File: src/rtl/imem_loader_pkg.sv
// Shared types and constants for the instruction-memory boot loader.
package imem_loader_pkg;

  localparam logic [7:0] SYNC_BYTE = 8'hA5;
  localparam int         LEN_W     = 16;

  typedef enum logic [2:0] {
    ST_IDLE   = 3'd0,
    ST_LEN_LO = 3'd1,
    ST_LEN_HI = 3'd2,
    ST_DATA   = 3'd3,
    ST_CSUM   = 3'd4,
    ST_DONE   = 3'd5,
    ST_ERR    = 3'd6
  } state_t;

  // States in which the core must be held in reset.
  function automatic logic is_hold_state(input state_t s);
    return (s == ST_LEN_LO) || (s == ST_LEN_HI) || (s == ST_DATA) || (s == ST_CSUM);
  endfunction

endpackage

File: src/rtl/imem_loader_if.sv
// Byte-stream input and instruction-memory write port of the boot loader.
interface imem_loader_if;

  // A byte transfers on every cycle where rx_valid && rx_ready are both high;
  // rx_valid may drop between bytes for any number of cycles, and the loader
  // never deasserts rx_ready once out of reset. wr_en is a single-cycle strobe
  // with wr_addr/wr_data valid in the same cycle; there is no write back-pressure.
  logic [7:0]  rx_data;
  logic        rx_valid;
  logic        rx_ready;
  logic        wr_en;
  logic [31:0] wr_addr;
  logic [31:0] wr_data;

  // Host side: UART receiver feeding bytes, instruction memory taking writes.
  modport master (
    output rx_data,
    output rx_valid,
    input  rx_ready,
    input  wr_en,
    input  wr_addr,
    input  wr_data
  );

  // Loader side.
  modport slave (
    input  rx_data,
    input  rx_valid,
    output rx_ready,
    output wr_en,
    output wr_addr,
    output wr_data
  );

endinterface

File: src/rtl/imem_loader.sv
// Framed byte-stream loader writing little-endian words into instruction memory.
// Define IMEM_LOADER_CHECKSUM_EN to require a trailing XOR checksum byte per frame.
module imem_loader
  import imem_loader_pkg::*;
#(
  parameter int          DEPTH_WORDS = 1024,
  parameter logic [31:0] BASE_ADDR   = 32'h0000_0000
) (
  input  logic             clk,
  input  logic             rst,
  imem_loader_if.slave     bus,
  output logic             cpu_hold,
  output logic             done,
  output logic             err,
  output logic [LEN_W-1:0] word_cnt,
  output state_t           dbg_state
);

  localparam logic [31:0] DEPTH_U = 32'(DEPTH_WORDS);

`ifdef IMEM_LOADER_CHECKSUM_EN
  localparam state_t ST_AFTER_PAYLOAD = ST_CSUM;
`else
  localparam state_t ST_AFTER_PAYLOAD = ST_DONE;
`endif

  state_t           r_state;
  state_t           w_state_nxt;

  logic             r_rx_ready;
  logic [7:0]       r_len_lo;
  logic [LEN_W-1:0] r_len;
  logic [23:0]      r_shift;
  logic [1:0]       r_byte_cnt;
  logic             r_wr_en;
  logic [31:0]      r_wr_addr;
  logic [31:0]      r_wr_data;
  logic             r_cpu_hold;
  logic             r_done;
  logic             r_err;
  logic [LEN_W-1:0] r_word_cnt;

  logic [7:0]       w_len_lo_nxt;
  logic [LEN_W-1:0] w_len_nxt;
  logic [23:0]      w_shift_nxt;
  logic [1:0]       w_byte_cnt_nxt;
  logic             w_wr_en_nxt;
  logic [31:0]      w_wr_addr_nxt;
  logic [31:0]      w_wr_data_nxt;
  logic             w_done_nxt;
  logic             w_err_nxt;
  logic [LEN_W-1:0] w_word_cnt_nxt;

  logic             w_accept;
  logic             w_sync;
  logic             w_restart;
  logic [LEN_W-1:0] w_len_rx;
  logic             w_word_done;
  logic             w_last_word;

  assign w_accept    = bus.rx_valid && r_rx_ready;
  assign w_sync      = w_accept && (bus.rx_data == SYNC_BYTE);
  assign w_restart   = w_sync && ((r_state == ST_IDLE) || (r_state == ST_DONE) || (r_state == ST_ERR));
  assign w_len_rx    = {bus.rx_data, r_len_lo};
  assign w_word_done = w_accept && (r_state == ST_DATA) && (r_byte_cnt == 2'd3);
  assign w_last_word = (r_word_cnt + LEN_W'(1)) == r_len;

`ifdef IMEM_LOADER_CHECKSUM_EN
  logic [7:0] r_csum;
  logic [7:0] w_csum_nxt;
`endif

  // State register
  always_ff @(posedge clk) begin
    if (rst) r_state <= ST_IDLE;
    else     r_state <= w_state_nxt;
  end

  // Next-state logic
  always_comb begin
    w_state_nxt = r_state;
    case (r_state)
      ST_IDLE, ST_DONE, ST_ERR: begin
        if (w_sync) w_state_nxt = ST_LEN_LO;
      end
      ST_LEN_LO: begin
        if (w_accept) w_state_nxt = ST_LEN_HI;
      end
      ST_LEN_HI: begin
        if (w_accept) begin
          if ({16'd0, w_len_rx} > DEPTH_U) w_state_nxt = ST_ERR;
          else if (w_len_rx == '0)         w_state_nxt = ST_AFTER_PAYLOAD;
          else                             w_state_nxt = ST_DATA;
        end
      end
      ST_DATA: begin
        if (w_word_done && w_last_word) w_state_nxt = ST_AFTER_PAYLOAD;
      end
`ifdef IMEM_LOADER_CHECKSUM_EN
      ST_CSUM: begin
        if (w_accept) w_state_nxt = (bus.rx_data == r_csum) ? ST_DONE : ST_ERR;
      end
`endif
      default: w_state_nxt = ST_IDLE;
    endcase
  end

  // Output and datapath next values
  always_comb begin
    w_len_lo_nxt   = r_len_lo;
    w_len_nxt      = r_len;
    w_shift_nxt    = r_shift;
    w_byte_cnt_nxt = r_byte_cnt;
    w_wr_en_nxt    = 1'b0;
    w_wr_addr_nxt  = r_wr_addr;
    w_wr_data_nxt  = r_wr_data;
    w_done_nxt     = r_done;
    w_err_nxt      = r_err;
    w_word_cnt_nxt = r_word_cnt;
`ifdef IMEM_LOADER_CHECKSUM_EN
    w_csum_nxt     = r_csum;
`endif

    if (w_restart) begin
      w_done_nxt     = 1'b0;
      w_err_nxt      = 1'b0;
      w_word_cnt_nxt = '0;
      w_byte_cnt_nxt = 2'd0;
`ifdef IMEM_LOADER_CHECKSUM_EN
      w_csum_nxt     = 8'h00;
`endif
    end

    if (w_accept && (r_state == ST_LEN_LO)) w_len_lo_nxt = bus.rx_data;
    if (w_accept && (r_state == ST_LEN_HI)) begin
      w_len_nxt      = w_len_rx;
      w_byte_cnt_nxt = 2'd0;
    end

    // Bytes arrive LSB first, so each shifts in from the top.
    if (w_accept && (r_state == ST_DATA)) begin
      w_shift_nxt    = {bus.rx_data, r_shift[23:8]};
      w_byte_cnt_nxt = r_byte_cnt + 2'd1;
`ifdef IMEM_LOADER_CHECKSUM_EN
      w_csum_nxt     = r_csum ^ bus.rx_data;
`endif
      if (w_word_done) begin
        w_wr_en_nxt    = 1'b1;
        w_wr_data_nxt  = {bus.rx_data, r_shift};
        w_wr_addr_nxt  = BASE_ADDR + {14'd0, r_word_cnt, 2'b00};
        w_word_cnt_nxt = r_word_cnt + LEN_W'(1);
      end
    end

    if ((w_state_nxt == ST_DONE) && (r_state != ST_DONE)) w_done_nxt = 1'b1;
    if ((w_state_nxt == ST_ERR)  && (r_state != ST_ERR))  w_err_nxt  = 1'b1;
  end

  always_ff @(posedge clk) begin
    if (rst) begin
      r_rx_ready <= 1'b0;
      r_len_lo   <= 8'h00;
      r_len      <= '0;
      r_shift    <= 24'h0;
      r_byte_cnt <= 2'd0;
      r_wr_en    <= 1'b0;
      r_wr_addr  <= BASE_ADDR;
      r_wr_data  <= 32'h0;
      r_cpu_hold <= 1'b0;
      r_done     <= 1'b0;
      r_err      <= 1'b0;
      r_word_cnt <= '0;
    end else begin
      r_rx_ready <= 1'b1;
      r_len_lo   <= w_len_lo_nxt;
      r_len      <= w_len_nxt;
      r_shift    <= w_shift_nxt;
      r_byte_cnt <= w_byte_cnt_nxt;
      r_wr_en    <= w_wr_en_nxt;
      r_wr_addr  <= w_wr_addr_nxt;
      r_wr_data  <= w_wr_data_nxt;
      r_cpu_hold <= is_hold_state(w_state_nxt);
      r_done     <= w_done_nxt;
      r_err      <= w_err_nxt;
      r_word_cnt <= w_word_cnt_nxt;
    end
  end

`ifdef IMEM_LOADER_CHECKSUM_EN
  always_ff @(posedge clk) begin
    if (rst) r_csum <= 8'h00;
    else     r_csum <= w_csum_nxt;
  end
`endif

  assign bus.rx_ready = r_rx_ready;
  assign bus.wr_en    = r_wr_en;
  assign bus.wr_addr  = r_wr_addr;
  assign bus.wr_data  = r_wr_data;
  assign cpu_hold     = r_cpu_hold;
  assign done         = r_done;
  assign err          = r_err;
  assign word_cnt     = r_word_cnt;
  assign dbg_state    = r_state;

endmodule

File: src/flat_wrapper.sv
// flat-port wrapper written by rule: the top's interface ports become plain ports
module imem_loader_flat import imem_loader_pkg::*;
#(
  parameter int          DEPTH_WORDS = 1024,
  parameter logic [31:0] BASE_ADDR   = 32'h0000_0000
)
  (clk, rst, cpu_hold, done, err, word_cnt, dbg_state, bus_rx_data, bus_rx_valid, bus_rx_ready, bus_wr_en, bus_wr_addr, bus_wr_data);
  imem_loader_if bus_i ();
  input  logic clk;
  input  logic rst;
  output logic cpu_hold;
  output logic done;
  output logic err;
  output logic [LEN_W-1:0] word_cnt;
  output state_t dbg_state;
  input wire logic [$bits(bus_i.rx_data)-1:0] bus_rx_data;
  input wire logic [$bits(bus_i.rx_valid)-1:0] bus_rx_valid;
  output wire logic [$bits(bus_i.rx_ready)-1:0] bus_rx_ready;
  output wire logic [$bits(bus_i.wr_en)-1:0] bus_wr_en;
  output wire logic [$bits(bus_i.wr_addr)-1:0] bus_wr_addr;
  output wire logic [$bits(bus_i.wr_data)-1:0] bus_wr_data;
  assign bus_i.rx_data = bus_rx_data;
  assign bus_i.rx_valid = bus_rx_valid;
  assign bus_rx_ready = bus_i.rx_ready;
  assign bus_wr_en = bus_i.wr_en;
  assign bus_wr_addr = bus_i.wr_addr;
  assign bus_wr_data = bus_i.wr_data;
  imem_loader #(.DEPTH_WORDS(DEPTH_WORDS), .BASE_ADDR(BASE_ADDR)) u_core (.clk(clk), .rst(rst), .bus(bus_i), .cpu_hold(cpu_hold), .done(done), .err(err), .word_cnt(word_cnt), .dbg_state(dbg_state));
endmodule
File: config.mk
export PLATFORM = sky130hd
export DESIGN_NAME = imem_loader_flat
export DESIGN_NICKNAME = d
export VERILOG_FILES = /design/src/rtl/imem_loader_pkg.sv /design/src/rtl/imem_loader_if.sv /design/src/rtl/imem_loader.sv /design/src/flat_wrapper.sv
export SDC_FILE = /design/constraint.sdc
export NUM_CORES = 1
export LEC_CHECK = 0
export ABC_AREA = 1
export CORE_MARGIN = 4
export CORE_UTILIZATION = 47
export DETAILED_ROUTE_END_ITERATION = 10
export PLACE_DENSITY = 0.81
export SYNTH_ARGS = -nofsm -noshare
export SYNTH_HDL_FRONTEND = slang
export SYNTH_SLANG_ARGS = --single-unit
File: constraint.sdc
create_clock -name clk -period 1.7 [get_ports clk]
set_input_delay 0.34 -clock clk [delete_from_list [all_inputs] [get_ports clk]]
set_output_delay 0.34 -clock clk [all_outputs]
set_load 0.05 [all_outputs]
==> reports/results.txt <==
Core Box Area: 0.01079 mm^2
Main synth FF type: dfxtp_1
post-synthesis adder-cell area fraction: 0.4836%
pins over their slew limit: 0
EDFF count, synth: 0
RSZ-0062 raised after global routing: true
M2 GR Usage: 40.36%
final worst slack: -0.2452 ns
XOR/XNOR share of the synthesized area: 0.3385%
grt met1 use: 29.37%
Fin. Hold Viols: 0
post-synth cell types: 33
Netlist Area Pre-Place: 0.005175 mm^2
die area: 0.01275 mm^2
H-tree depth: 4
post-synthesis compound-gate area fraction: 13.35%
WP buf/inv: 1
Worst-path clk slew: 0.06 ns
static leakage: 3.298 nW
number of global-route vias before repair: 5257
largest cells by area after synthesis: dfxtp_1 (47%), nand2_1 (11%), nand3_1 (7.7%)
yosys synthesis warning count: 0
largest area contributor in the synthesized netlist: dfxtp_1
total grt overflow: 0
Fmax achieved: 0.5141 GHz
Clk pwr share: 54.1%
Reg area: 0.002480 mm^2
busiest layer in global routing: met2
largest stage delay on the critical path: 0.39 ns
failing checks: setup timing
Synth Area in Simple Gates: 29.69%
Gate power share: 3.9%
max-cap violation count: 0
initial antenna violation count: 0
met3 Use GR: 6.096%
CTS tree: done
worst slack at placement: -0.3946 ns
Synth top area share: 47.20%
Synth top cells by count: nand2_1 (151), dfxtp_1 (122), nor2_1 (84)
final hold slack: 0.4536 ns
post-synthesis mux area share: 0%
DR vias: 5376
# IOs: 99
Detail Route Antenna Nets: 0
port buffer count: 82
main combinational cell family by area after synthesis: simple AND/OR/NAND/NOR gates
Fin Clk Skew: 0.008776 ns
fill count: 872
min Tclk post-route: 1.945 ns
FF+latch count, synth: 122
VDD IR-drop max: 0.7093 mV
die width: 112.9 um
critical-path maximum fanout: 5
Post-synth ARST share: 0%
post-DP HPWL: 11100 um
P&R area growth vs syn: 42.58%
cell family with most CP delay: simple AND/OR/NAND/NOR gates
Seq pwr share: 42.0%
first-pass GRT wire length: 24810 um
PD cells: 920.6 mW/mm^2
root buf cell: clkbuf_8
GP Congestion: 0.9422
Seq/Total Area, Yosys: 47.20%
WP data required: 2.13 ns
average vias per placed instance: 5.265
Num CTS Buffers: 17
Overall Global Routing Usage: 24.04%
top-count cell post-synth: nand2_1
DRC: 0
critical path class: reg2reg
Psw: 1.472 mW
Hold WC Path Type: reg2reg
nets: 883
# diodes: 0
Mapped Cells: 712
largest net degree at the start of global routing: 35
Starting Density: 47.95%
sw frac: 21.68%
Crit-path slowest cell: dfxtp_4
clk_lat worst skew: 0.53 ns
die height: 112.9 um
Hold Buf Count CTS: 0
Internal: 5.320 mW
initial drt markers: 362
Routed wire per std cell: 15.00 um
share of layout cells above drive strength 1: 30.42%
crit-path cells: ha_4, nand3_4, nor2_4, nand3_2, nand2_2, nand3_1, nand2_1, nand3_2, nor2_2, nand2_2, nand2_2, nand3_2, nand2_1, inv_1
CP Launch Type: flop
Clock Tree Buf Depth: 2
clock sink count: 122
Synth Area per Inst: 7.268 um^2
WP data arrival: 2.37 ns
Final period util: 114.4%
CP Capture Type: flop
Initial DRT Pass Iterations: 5
status: finished, violations left
row cnt: 38
area of the multi-input gates: 0.002501 mm^2
endpoints failing setup: 5
total wire length: 15320 um
-- routing by layer --
layer	up-vias	routed length (um)
li1	2622	-
met1	2489	6546
met3	43	1073
met4	0	447
met2	222	7252
met5	-	0
-- logic make-up after synthesis --
kind of cell / count (synthesis)
AOI/OAI and AO/OA: 129
buffers and inverters: 104
other: 1
DFF: 122
xor gates and xnor gates: 2
and+or+nand+nor: 352
adders and majority gates: 2
-- worst reg2reg max path, stage by stage, from the launching register on --
cell and delay [ns]:
dfxtp_4 0.39, ha_4 0.19, nand3_4 0.10, nor2_4 0.21, nand3_2 0.11, nand2_2 0.10, nand3_1 0.07, nand2_1 0.09
nand3_2 0.11, nor2_2 0.16, nand2_2 0.10, nand2_2 0.08, nand3_2 0.05, nand2_1 0.06, inv_1 0.03
-- power by group through the flow --
stage / sequential, mW / clock [mW] / combinational [mW]
after global placement: 2.92 / 0 / 0.252
after CTS: 2.86 / 3.70 / 0.257
final: 2.86 / 3.67 / 0.263
after detailed placement: 2.92 / 0 / 0.256
after global routing: 2.85 / 3.83 / 0.282
after floorplan: 2.93 / 0 / 0.179
-- final timing paths --
check,start,endpoint,slack (ns),cells after the start
worst max-delay path,u_core.word_cnt[1],u_core.cpu_hold,-0.25,14
worst min-delay path,u_core.r_shift[0],u_core.bus.wr_data[0],0.45,2
worst max register to register,u_core.word_cnt[1],u_core.cpu_hold,-0.25,14
worst min register to register,u_core.r_shift[0],u_core.bus.wr_data[0],0.45,2
-- timing repair --
action / 4_1_cts / 5_1_grt
cloned: 0 / 0
setup endpoints to repair: 17 / 44
resized for setup: 24 / 32
setup buffers: 5 / 2
pin swaps: 24 / 10
-- placed cells by master, fill, tap and decap left out, types with 5 or more instances in the layout --
cell type | synthesis | final
o21ai_0 | 75 | 69
o21ai_1 | 2 | 7
nand4_1 | 11 | 11
a21oi_1 | 36 | 35
inv_1 | 52 | 49
dfxtp_1 | 122 | 104
nor2_4 | 2 | 7
buf_4 | 17 | 156
clkbuf_16 | 0 | 17
conb_1 | 1 | 16
nand3b_1 | 7 | 7
nor2_1 | 84 | 75
dfxtp_4 | 0 | 6
nand3_1 | 80 | 76
clkdlybuf4s50_1 | 0 | 10
nor2_2 | 7 | 11
nand2_1 | 151 | 135
inv_2 | 1 | 5
nand2_2 | 4 | 17
buf_12 | 0 | 6
dfxtp_2 | 0 | 12
-- cell type report --
| type | instances | area share, % |
|---|---|---|
| repair buffers | 174 | 19.16 |
| well taps | 140 | 2.374 |
| multi-input cells | 501 | 33.90 |
| clock buffers | 21 | 6.376 |
| inverters | 54 | 2.747 |
| clock inverters | 9 | 1.831 |
| flip-flops and latches | 122 | 33.61 |
-- sequential cells by signal (all words and copies together) (netlist names) --
name,cells
u_core.r_shift,24
u_core.r_byte_cnt,2
u_core.bus.rx_ready,1
u_core.bus.wr_en,1
u_core.err,1
u_core.r_len_lo,8
u_core.bus.wr_addr,16
u_core.word_cnt,16
u_core.bus.wr_data,32
u_core.done,1
u_core.cpu_hold,1
u_core.dbg_state,3
u_core.r_len,16
-- stage by stage --
stage               area, um^2  TNS, ns  power [mW]  util (%)  instances
CTS                       7271  -0.8285       6.817     67.37       1019
finish                    7378   -1.031       6.793     68.36       1021
floorplan                 5284  -0.1149       3.105         -        727
detailed placement        6544   -21.04       3.177     60.63        984
global placement          6544   -16.85       3.172     60.63        984
global route              7378   -1.795       6.965     68.36       1021
Power figures use the tool's default switching activity.
==> patch 1: new RTL, same flow settings <==
Put one more register stage on the output `word_cnt`, cleared by the reset. The value now appears one clock later. The other outputs are not delayed to match.
--- a/src/rtl/imem_loader.sv
+++ b/src/rtl/imem_loader.sv
@@ -200,7 +200,13 @@
   assign cpu_hold     = r_cpu_hold;
   assign done         = r_done;
   assign err          = r_err;
-  assign word_cnt     = r_word_cnt;
+  always_ff @(posedge clk) begin
+    if (rst) begin
+      word_cnt <= '0;
+    end else begin
+      word_cnt <= r_word_cnt;
+    end
+  end
   assign dbg_state    = r_state;
 
 endmodule
Check against the original RTL: not equivalent (a bounded check fails within 10 cycles, from zero or initial values and one cycle with rst high).
==> patch 1 against the original RTL <==
  * The run still ends with negative setup slack left
  * Design area grew 6.9%
  * Clock power rose by 1%
  * Setup slack lost 58 ps
  * Area after synthesis increased by 9.4%
  * Fmax fell by 2.9%
  * Sequential cell count is 16 higher
  * Combinational power grew 15%
  * Wire length is 5.5% higher
  * Global-route usage down 0.97 points
  * Power rose by 6.6%
  * Sequential power is 13% higher
  * Sequential share of layout area up 1.7 points
  * Count of clock-buffer cells in the layout shrank 3
  * Critical path type unchanged
==> patch 1: results <==
{
  "status": "complete, but fails checks",
  "violations": "negative setup slack",
  "cts-root-buf": "clkbuf_16",
  "clockPowerShare_pct": 51.2,
  "dpl.hpwl_mm": 11.3,
  "dp.cells": 1055,
  "cp.arrival_ps": 2350,
  "rr_worst_depth": 14,
  "use_met3_pct": 5.62,
  "grt_util_met1_pct": 30.3,
  "pg_seq_mw": 3.23,
  "p_clk_mw": 3.71,
  "fin_skew_ps": 7.33,
  "viasPerCell": 5.20,
  "setup-tns-final_ps": -1270,
  "routed_wl_mm": 16.2,
  "vdd_ir_drop_max_uv": 559,
  "holdPathStages": 4,
  "cts_buffers": 17,
  "grt.total_usage_pct": 23.1,
  "nFillCells": 940,
  "p_int_mw": 5.55,
  "ys_seq_area_share_pct": 48.8,
  "grtUsageMet2_pct": 37.0,
  "ys_top_cells_by_area": "dfxtp_1 (49%), nand2_1 (11%), nand3_1 (7.6%)",
  "routed-wl-met2_mm": 7.63,
  "wl_met1_mm": 7.14,
  "crit_family": "simple AND/OR/NAND/NOR gates",
  "clock_latency_ps": 420,
  "synth_warnings": 0,
  "synthTopCellsByCount": "nand2_1 (163), dfxtp_1 (138), nor2_1 (95), nand3_1 (86), o21ai_0 (71)",
  "detail_route.wl_per_cell_um": 14.8,
  "first_iter_violations": 453,
  "crit_fanout": 8,
  "first_global_vias": 5216,
  "post-place-ws_ps": -466,
  "ys_types": 37,
  "hp-class": "in -> reg",
  "drtPass1Iterations": 5,
  "avgSynthCellArea_um2": 7.45,
  "leakage_nw": 3.55,
  "ys_async_sr_fraction_pct": 0,
  "nets": 949,
  "gp_congestion": 0.986,
  "placed_area_mm2": 0.00716,
  "timing.final.ws_setup_ps": -303,
  "wl_met3_mm": 1.05,
  "drive_above_1_share_pct": 27.9,
  "htree_levels": 4,
  "setup_viol": 5,
  "clkSlewWorstSetupHoldPaths_ps": 60,
  "grt_max_degree": 51,
  "antenna_found_initial": 0,
  "synth_ff_type": "dfxtp_1",
  "clockBufferDepth": 2,
  "top_layer": "met4",
  "grt_pass1_wl_mm": 26.0
}
[patch 1: cell count changes after synthesis, sizes merged, moves of 4 or more]
cell | unedited run | this run
nand2 | 155 | 164
a21oi | 37 | 45
nor2 | 93 | 103
nand3 | 82 | 87
o21ai | 78 | 74
o32ai | 4 | 0
nor3 | 3 | 8
dfxtp | 122 | 138
[patch 1: kinds of logic (layout without fill, tap and decap cells)]
| family | Yosys count | in the layout | synth area share (%) |
|---|---|---|---|
| simple gates | 382 | 382 | 29.5 |
| flops | 138 | 138 | 48.8 |
| compound gates | 129 | 129 | 12.2 |
| buf+inv | 104 | 278 | 8.11 |
| xor+xnor | 4 | 4 | 0.884 |
| fa+ha+maj | 2 | 2 | 0.442 |
| other cells | 1 | 16 | 0.0662 |
[patch 1: worst paths after layout]
path	from	end	slack (ps)
worst max-delay path	u_core.r_word_cnt[0]$_SDFF_PP0_	u_core.dbg_state[1]$_SDFF_PP0_	-300
worst min-delay path	bus_rx_data[2]	u_core.bus.wr_data[26]$_SDFFE_PP0P_	350
worst max register to register	u_core.r_word_cnt[0]$_SDFF_PP0_	u_core.dbg_state[1]$_SDFF_PP0_	-300
worst min register to register	u_core.r_shift[2]$_SDFFE_PP0P_	u_core.bus.wr_data[2]$_SDFFE_PP0P_	440
[patch 1: area by class of cell]
type                       count  area, um^2  area share [%]
clock buffer                  18         439            5.57
clock inverter                14         160            2.03
inverter                      54         205            2.60
multi-input combinational    533        2600            33.0
sequential                   138        2790            35.3
tap                          143         179            2.27
timing repair buffer         192        1510            19.2
[patch 1: timing repair]
action,4_1_cts,5_1_grt
cloned,0,0
buffers inserted,2,3
resized for setup,9,21
endpoints found under the setup margin,13,33
pin swaps,5,9
hold buffers,0,0
==> patch 2: new RTL, same flow settings <==
Made on the original files. Add a define of `IMEM_LOADER_CHECKSUM_EN`.
--- a/src/rtl/imem_loader.sv
+++ b/src/rtl/imem_loader.sv
@@ -1,5 +1,7 @@
 // Framed byte-stream loader writing little-endian words into instruction memory.
 // Define IMEM_LOADER_CHECKSUM_EN to require a trailing XOR checksum byte per frame.
+`define IMEM_LOADER_CHECKSUM_EN
+
 module imem_loader
   import imem_loader_pkg::*;
 #(
Formal check against the unedited RTL: not equivalent (a bounded check fails within 10 cycles, from zero or initial values and one cycle with rst high).
==> patch 2 against the original RTL <==
  * Design area grew 7.6%
  * Area after synthesis is 8.7% higher
  * Cell count increased by 7.1%
  * Largest cell class unchanged
  * Power grew 2.8%
  * Global-route usage down 0.63 points
  * Setup slack got worse by 100 ps
  * Synthesized cell count is 7.7% higher
  * Wire length is 7.1% higher
  * Sequential cell count rose by 8
  * Die area is 8.1% higher
  * The flow still finishes with violations (negative setup slack)
  * Critical path type unchanged
  * Fmax down 5.0%
  * Clock power is essentially flat
==> patch 2: results <==
{
  "ys_seq_area_share_pct": 46.3,
  "setup_viol": 5,
  "nets": 950,
  "dpl.hpwl_mm": 11.3,
  "cts-root-buf": "clkbuf_16",
  "vdd_ir_drop_max_uv": 515,
  "fin_skew_ps": 7.01,
  "synth-xor-area-share_pct": 1.87,
  "ys_types": 34,
  "post-place-ws_ps": -493,
  "fin_cells": 1093,
  "grt_pass1_wl_mm": 26.5,
  "status": "complete, but fails checks",
  "r2r-start": "u_core.word_cnt[0]$_SDFF_PP0_",
  "vias": 5822,
  "clock_latency_ps": 420,
  "grt_max_degree": 43,
  "grt.total_usage_pct": 23.4,
  "violations": "negative setup slack",
  "avgSynthCellArea_um2": 7.33,
  "nFillCells": 899,
  "ys_top_cells_by_area": "dfxtp_1 (46%), nand2_1 (11%), nand3_1 (7.8%)",
  "first_global_vias": 5430,
  "synthAdderAreaFrac_pct": 0.445,
  "gp_congestion": 0.955,
  "p_sw_mw": 1.60,
  "synthTopCellsByCount": "nand2_1 (161), dfxtp_1 (130), nand3_1 (88), nor2_1 (82), o21ai_0 (74)",
  "timing.final.ws_setup_ps": -347,
  "drive_above_1_share_pct": 30.9,
  "setup-tns-final_ps": -1480,
  "first_iter_violations": 604
}
-- patch 2: cell types whose count changed in the layout (fill, tap and decap cells not counted), sizes merged, moves of 9 or more --
cell | before | now
nand2 | 155 | 171
xnor2 | 0 | 10
a21oi | 37 | 49
nand3 | 82 | 91
buf | 164 | 174
-- patch 2: final cells by class --
cell class                 instances  share of cell area, %
sequential                       130                   33.2
multi-input combinational        552                   35.8
tap                              143                   2.25
clock buffer                      19                   5.70
timing repair buffer             184                   18.8
inverter                          52                   2.47
clock inverter                    13                   1.88
-- patch 2: metal layers --
metal	GRT usage (%)	share of wire, %	wire (um)
met5	0	0	0
met4	6.52	1.7	283
met3	6.40	8.3	1360
met2	39.3	48	7960
met1	29.7	41	6800
-- patch 2: worst paths after layout --
check / to / cells past startpoint
min: u_core.bus.wr_data[4]$_SDFFE_PP0P_ / 2
max reg2reg: u_core.err$_SDFFE_PP0P_ / 16
max: u_core.err$_SDFFE_PP0P_ / 16
min reg2reg: u_core.bus.wr_data[4]$_SDFFE_PP0P_ / 2
-- patch 2: power groups by stage --
| stage | clock, mW | combinational [mW] | sequential (mW) |
|---|---|---|---|
| 6_report | 3.66 | 0.284 | 3.04 |
| 3_5_place_dp | 0 | 0.274 | 3.11 |
| 3_3_place_gp | 0 | 0.274 | 3.11 |
| 5_1_grt | 3.85 | 0.301 | 3.04 |
| 2_1_floorplan | 0 | 0.189 | 3.12 |
| 4_1_cts | 3.71 | 0.276 | 3.04 |
-- patch 2: through the flow --
stage               total power, mW  area (um^2)
floorplan                      3.30         5740
global placement               3.38         7120
detailed placement             3.39         7120
CTS                            7.03         7780
global route                   7.20         7940
finish                         6.98         7940
-- patch 2: cell families after synthesis --
logic type / Yosys count
fa+ha+maj: 2
simple gates: 385
compound gates: 136
buf+inv: 101
flops: 130
other cells: 1
xor+xnor: 12
-- patch 2: critical path: stages, from the launching register on --
cell     delay [ps]
dfxtp_4         390
ha_4            190
nand2_4          70
nor2_4          150
nand2_1          70
nand2_1          80
nand2_2          70
nand2_2          70
nand2_2          60
nor2_4           80
nand3_2         110
nor2_4          180
nand2_4          80
nand2_4         100
nand3_1          90
nand3_1         100
nand2_1          50
-- patch 2: timing repair --
action                                  in CTS  in global routing
cloned                                       0                  1
endpoints found under the setup margin      15                 66
resized for setup                           12                 33
buffers inserted                             1                  4
pin swaps                                    4                 21
hold endpoints to repair                     0                  0
